--- src/rtl/dmem_port_arbiter.sv ---
// Arbitrates the shared single-port data memory between the CPU MEM stage and the
// UART debug port; CPU has default priority, a wait counter bounds debug latency.
module dmem_port_arbiter #(
    parameter int ADDR_WIDTH = 7,
    parameter int DATA_WIDTH = 32,
    parameter int MAX_WAIT   = 4
) (
    input  logic                  clk,
    input  logic                  reset,
    input  logic                  enable,
    input  logic                  cpu_req,
    input  logic                  cpu_we,
    input  logic [ADDR_WIDTH-1:0] cpu_addr,
    input  logic [DATA_WIDTH-1:0] cpu_wdata,
    output logic                  cpu_gnt,
    output logic                  cpu_stall,
    output logic                  cpu_rvalid,
    output logic [DATA_WIDTH-1:0] cpu_rdata,
    input  logic                  dbg_req,
    input  logic                  dbg_we,
    input  logic [ADDR_WIDTH-1:0] dbg_addr,
    input  logic [DATA_WIDTH-1:0] dbg_wdata,
    output logic                  dbg_gnt,
    output logic                  dbg_rvalid,
    output logic [DATA_WIDTH-1:0] dbg_rdata,
    output logic                  mem_en,
    output logic                  mem_we,
    output logic [ADDR_WIDTH-1:0] mem_addr,
    output logic [DATA_WIDTH-1:0] mem_wdata,
    input  logic [DATA_WIDTH-1:0] mem_rdata
);

    localparam logic [0:0] CPU_PRI   = 1'b0;
    localparam logic [0:0] DBG_FORCE = 1'b1;
    localparam logic [3:0] MAX_W     = 4'(MAX_WAIT);

    logic [0:0] state_q, state_d;
    logic [3:0] wait_q, wait_d;
    logic       cpu_rd_q, cpu_rd_d;
    logic       dbg_rd_q, dbg_rd_d;

    // NOTE: every combinational output gets a default first so no path infers a latch.
    always_comb begin
        cpu_gnt = 1'b0;
        dbg_gnt = 1'b0;
        if (enable && !reset) begin
            if (state_q == DBG_FORCE) begin
                dbg_gnt = dbg_req;
                cpu_gnt = cpu_req && !dbg_req;
            end else begin
                cpu_gnt = cpu_req;
                dbg_gnt = dbg_req && !cpu_req;
            end
        end
    end

    assign cpu_stall = cpu_req && !cpu_gnt;
    assign mem_en    = cpu_gnt || dbg_gnt;

    always_comb begin
        mem_we    = 1'b0;
        mem_addr  = '0;
        mem_wdata = '0;
        if (cpu_gnt) begin
            mem_we    = cpu_we;
            mem_addr  = cpu_addr;
            mem_wdata = cpu_wdata;
        end else if (dbg_gnt) begin
            mem_we    = dbg_we;
            mem_addr  = dbg_addr;
            mem_wdata = dbg_wdata;
        end
    end

    always_comb begin
        wait_d = wait_q;
        if (dbg_gnt) begin
            wait_d = '0;
        end else if (enable && dbg_req && wait_q != MAX_W) begin
            wait_d = wait_q + 4'd1;
        end
    end

    always_comb begin
        state_d = state_q;
        case (state_q)
            CPU_PRI:   if (wait_d == MAX_W) state_d = DBG_FORCE;
            DBG_FORCE: if (dbg_gnt || !dbg_req) state_d = CPU_PRI;
            default:   state_d = CPU_PRI;
        endcase
    end

    assign cpu_rd_d = cpu_gnt && !cpu_we;
    assign dbg_rd_d = dbg_gnt && !dbg_we;

    // A return tag already set is masked while reset is high so an in-flight read never surfaces.
    assign cpu_rvalid = cpu_rd_q && !reset;
    assign dbg_rvalid = dbg_rd_q && !reset;
    assign cpu_rdata  = cpu_rvalid ? mem_rdata : '0;
    assign dbg_rdata  = dbg_rvalid ? mem_rdata : '0;

    // NOTE: sequential state uses non-blocking assignments; reset is sampled on the clock edge only.
    always_ff @(posedge clk) begin
        if (reset) begin
            state_q  <= CPU_PRI;
            wait_q   <= '0;
            cpu_rd_q <= 1'b0;
            dbg_rd_q <= 1'b0;
        end else begin
            state_q  <= state_d;
            wait_q   <= wait_d;
            cpu_rd_q <= cpu_rd_d;
            dbg_rd_q <= dbg_rd_d;
        end
    end

endmodule

--- config.mk ---
export PLATFORM = sky130hd
export DESIGN_NAME = dmem_port_arbiter
export DESIGN_NICKNAME = d
export VERILOG_FILES = /design/src/rtl/dmem_port_arbiter.sv
export SDC_FILE = /design/constraint.sdc
export NUM_CORES = 1
export LEC_CHECK = 0
export CAP_MARGIN = 20
export CORE_AREA = 2 2 87 89
export DETAILED_ROUTE_END_ITERATION = 7
export DIE_AREA = 0 0 89 91
export GPL_ROUTABILITY_DRIVEN = 0
export PLACE_DENSITY = 0.72
export SYNTH_ARGS = -nofsm -noshare
export SYNTH_HDL_FRONTEND = slang
export SYNTH_SLANG_ARGS = --single-unit
--- constraint.sdc ---
create_clock -name clk -period 4.2 [get_ports clk]
set_clock_uncertainty 0.15 [all_clocks]
set_input_delay 0.42 -clock clk [delete_from_list [all_inputs] [get_ports clk]]
set_output_delay 0.42 -clock clk [all_outputs]
set_load 0.05 [all_outputs]
Word level (Yosys, flattened, before mapping)
Index checks and enable logic that the tools add are counted.
Widths: inputs -> output; s select.
{ "word_totals": {"elab_cells": 43, "ff_bits": 7} }
{ "op_classes": {"reduce_logical": 18, "mux": 17, "n_bitwise": 1, "eq_ne": 2, "addsub": 1} }
{ "ops": {"columns": ["op", "count"], "rows": [
  ["$mux 32", 4],
  ["$mux 7", 2],
  ["$logic_and 1x1->1", 10],
  ["$mux 1", 8],
  ["$mux 4", 2],
  ["$logic_not 1->1", 6],
  ["$add 4x1->4 const B", 1],
  ["$eq 4x3->1 const B", 1],
  ["$ne 4x3->1 const B", 1],
  ["$logic_or 1x1->1", 2],
  ["$pmux 1 s2", 1],
  ["$not 1->1", 1]
]} }

Longest topological paths before layout
{ "depth": {"depth_word": 8, "ltp_mapped": 6} }

Worst setup path after synthesis
Ideal clock, no wire load.
{ "synth_timing": {"kind": "input to output", "startpoint": "input reset", "endpoint": "output cpu_rdata[22]", "n_path_buf": 2, "arrival_time_ps": 1905, "slack_ps": 1725, "path_stages": 4, "cell_sequence": "buf_4 nor2b_1 clkbuf_1 and2_1"} }
{ "synth_between": {"elab_chain_cells": 3} }
{ "synth_lines": {"columns": ["item", "line_no", "text"], "rows": [
  ["from (decl)", "9", "input logic reset,"],
  ["$logic_not 1->1", "97", "assign cpu_rvalid = cpu_rd_q && !reset;"],
  ["$logic_and 1x1->1", "97", null],
  ["net cpu_rvalid", "17", "output logic cpu_rvalid,"],
  ["$mux 32", "99", "assign cpu_rdata = cpu_rvalid ? mem_rdata : '0;"],
  ["to (decl)", "18", "output logic [DATA_WIDTH-1:0] cpu_rdata,"]
]} }
The timed path passes the listed nets, and every way through them passes these cells.

Final worst setup path
{ "layout_timing": {"startpoint": "input reset", "endpoint": "output cpu_gnt"} }
{ "layout_between": {"elab_chain_cells": 3} }
{ "layout_lines": {"columns": ["item", "line_no", "text"], "rows": [
  ["$logic_not 1->1", "46", "if (enable && !reset) begin"],
  ["$logic_and 1x1->1", "46", null],
  ["$mux 1", "46", null],
  ["to (decl)", "15", "output logic cpu_gnt,"]
]} }
No other way between the ends.

==> impl_metrics.py <==
metrics = {
    "synth": {
        "synth_edf_count": 0,
        "async_flop_share_pct": 0,
        "ys.flop_type": "dfxtp_1",
        "yosysTopAreaCell": "and2_1",
        "synthTopCellsByCount": "64 x and2_1, 40 x a22o_1, 7 x buf_6, 7 x dfxtp_1, 6 x clkbuf_1",
        "synthesis.nets": 286,
        "yosysSeqAreaShare_pct": 11.0,
        "synthTopCellsByArea": "and2_1 31%, a22o_1 28%, dfxtp_1 11%",
        "netlist_area_um2": 1270,
        "postSynthAreaPerCell_um2": 7.61,
        "synth.most_common_cell": "and2_1",
        "yosys_warnings": 0,
        "ys_ff_latch": 7,
        "postSynthCellCount": 167,
        "synth_top_area_share_pct": 31.5,
        "yosysUniqueCellTypes": 27,
    },
    "power": {
        "p_comb_share_pct": 62.8,
        "p_int_mw": 0.281,
        "max-vdd-ir-drop_v": 0.0000664,
        "power_density_nw_per_um2": 127,
        "power_frac_clock_pct": 21.4,
        "seqPwrFrac_pct": 15.7,
        "swShare_pct": 36.8,
        "p_switching_mw": 0.163,
        "power_leakage_nw": 1.46,
    },
    "route": {
        "drt_iter0_markers": 41,
        "via_per_inst": 4.24,
        "route.vias.total": 2051,
        "ant_nets": 0,
        "routedWlPerCell_um": 13.9,
        "drt_wl_total_mm": 6.73,
        "drc": 0,
        "drt-pass1-iter-count": 5,
    },
    "status": {
        "status": "completed",
    },
    "global_route": {
        "grt_antenna_before_repair": 0,
        "grt_pass1_vias": 2006,
        "grt_pass1_wl_mm": 9.78,
        "overflow": 0,
        "grt_max_degree": 34,
        "grt_usage_pct": 15.5,
    },
    "worst_setup_path": {
        "crit_chain": "clkdlybuf4s50_1 > nor2b_2 > and3_1 > clkdlybuf4s50_1",
        "cp_common_cell": "clkdlybuf4s50_1",
        "cp.required_ps": 3630,
        "cp_num_buf_inv": 2,
        "path_max_fanout": 17,
        "path_delay_family": "buffers and inverters",
        "max_stage_delay_ps": 930,
        "worstSetupPathType": "in2out",
        "crit_arrival_ps": 2630,
        "cp-start-kind": "primary input",
        "cp_slowest_cell": "clkdlybuf4s50_1",
        "worstSetupEndpointType": "output port",
    },
    "timing": {
        "fmax_mhz": 312,
        "period_needed_ps": 3200,
        "relSlewSlack_pct": 59.9,
        "rsz0062_at_grt": "no",
        "final-hold-violation-count": 0,
        "period_share_pct": 76.2,
        "fin_hold_ws_ps": 424,
        "tns_ps": 0,
        "worst_slew_pin_slew_ps": 602,
        "setup_viol_count_final": 0,
        "slew_violations": 0,
    },
    "placement": {
        "hpwl_mm": 5.88,
        "place_area_um2": 3460,
        "place.port_buffers": 226,
    },
    "min_path": {
        "hold_path.class": "reg2reg",
    },
    "finish": {
        "fin_nets": 505,
        "final_area_um2": 3510,
        "drive_gt1_share_pct": 14.0,
        "diodes": 0,
        "utilization_pct": 49.1,
        "area_delta_synth_final_pct": 176,
        "n_fill_cell": 704,
    },
    "floorplanning": {
        "chipWidth_um": 89,
        "die_y_um": 91,
        "ios": 227,
        "start_util_pct": 17.8,
        "core_um2": 7140,
        "die-area_um2": 8100,
        "rows": 31,
    },
    "clock_network": {
        "cts_buffer_depth": 2,
        "h-tree-depth": 1,
        "clk_pin_slew_ps": 40,
        "cts_tree": "yes",
        "numCtsBuffers": 3,
        "cts_resized": 0,
        "hold_buffers": 0,
        "clk_latency_ps": 230,
        "cts_root_buffer": "clkbuf_8",
        "post_cts_buffers": 0,
        "cts_num_sinks": 7,
    },
    "run": {
        "drv_cap": 0,
    },
}
-- registers in the layout, indices dropped and copies added, names as in the netlist --
name and count:
cpu_rd_q 1, wait_q 4, state_q 1, dbg_rd_q 1
-- final cells by class --
cell class	count	area, um2	share of cell area, %
multi-input cells	140	991	28.3
clock buffers	4	45.0	1.28
well taps	99	124	3.53
repair buffers	231	2190	62.6
inverters	3	11.3	0.321
flip-flops and latches	7	140	4.00
-- final timing paths --
check / slack (ps) / end / start / cells past startpoint
worst min register to register: 420 / state_q$_SDFF_PP0_ / state_q$_SDFF_PP0_ / 3
worst max-delay path: 1000 / cpu_gnt / reset / 4
worst max register to register: 2460 / state_q$_SDFF_PP0_ / wait_q[0]$_SDFF_PP0_ / 5
worst min-delay path: 420 / state_q$_SDFF_PP0_ / state_q$_SDFF_PP0_ / 3
-- cell usage in the layout (no fill, tap or decap), types with 5 or more instances in the layout --
cell type and count:
nor2b_1 5, and2_1 64, clkdlybuf4s50_1 184, a22o_1 40, dfxtp_1 7, buf_4 47
-- tightest hold or removal path, delay by kind of cell, from the launching register on --
family	cells	cell delay, ps
AND/OR/NAND/NOR	1	40
AO/OA/AOI/OAI	2	140
flip-flops	1	340
-- layer usage --
layer	global-route usage, %	share of wire (%)
met4	5.22	1.5
met5	0	0
met2	30.9	54
met1	14.6	35
met3	4.00	9.8
-- power by group through the flow --
stage | registers, mW | logic [mW] | clock network, mW
4_1_cts | 0.0699 | 0.281 | 0.0971
6_report | 0.0699 | 0.279 | 0.0951
2_1_floorplan | 0.0706 | 0.127 | 0
3_5_place_dp | 0.0710 | 0.281 | 0
5_1_grt | 0.0700 | 0.293 | 0.101
3_3_place_gp | 0.0709 | 0.278 | 0
-- through the flow --
stage | instances | setup slack [ps] | power [mW]
floorplan | 167 | 1730 | 0.198
global placement | 480 | 997 | 0.349
detailed placement | 480 | 968 | 0.352
CTS | 484 | 969 | 0.448
global route | 484 | 843 | 0.464
finish | 484 | 999 | 0.444
-- kinds of logic (layout without fill, tap and decap cells) --
group                    after synthesis  after routing  synth area share (%)
AND/OR/NAND/NOR                       89             89                  42.7
AO/OA/AOI/OAI                         46             46                  31.0
buffers and inverters                 20            238                  11.0
flip-flops                             7              7                  11.0
adder cells (fa/ha/maj)                2              2                  1.97
multiplexers                           2              2                  1.57
XOR/XNOR                               1              1                 0.689
Power figures use the tool's default switching activity.
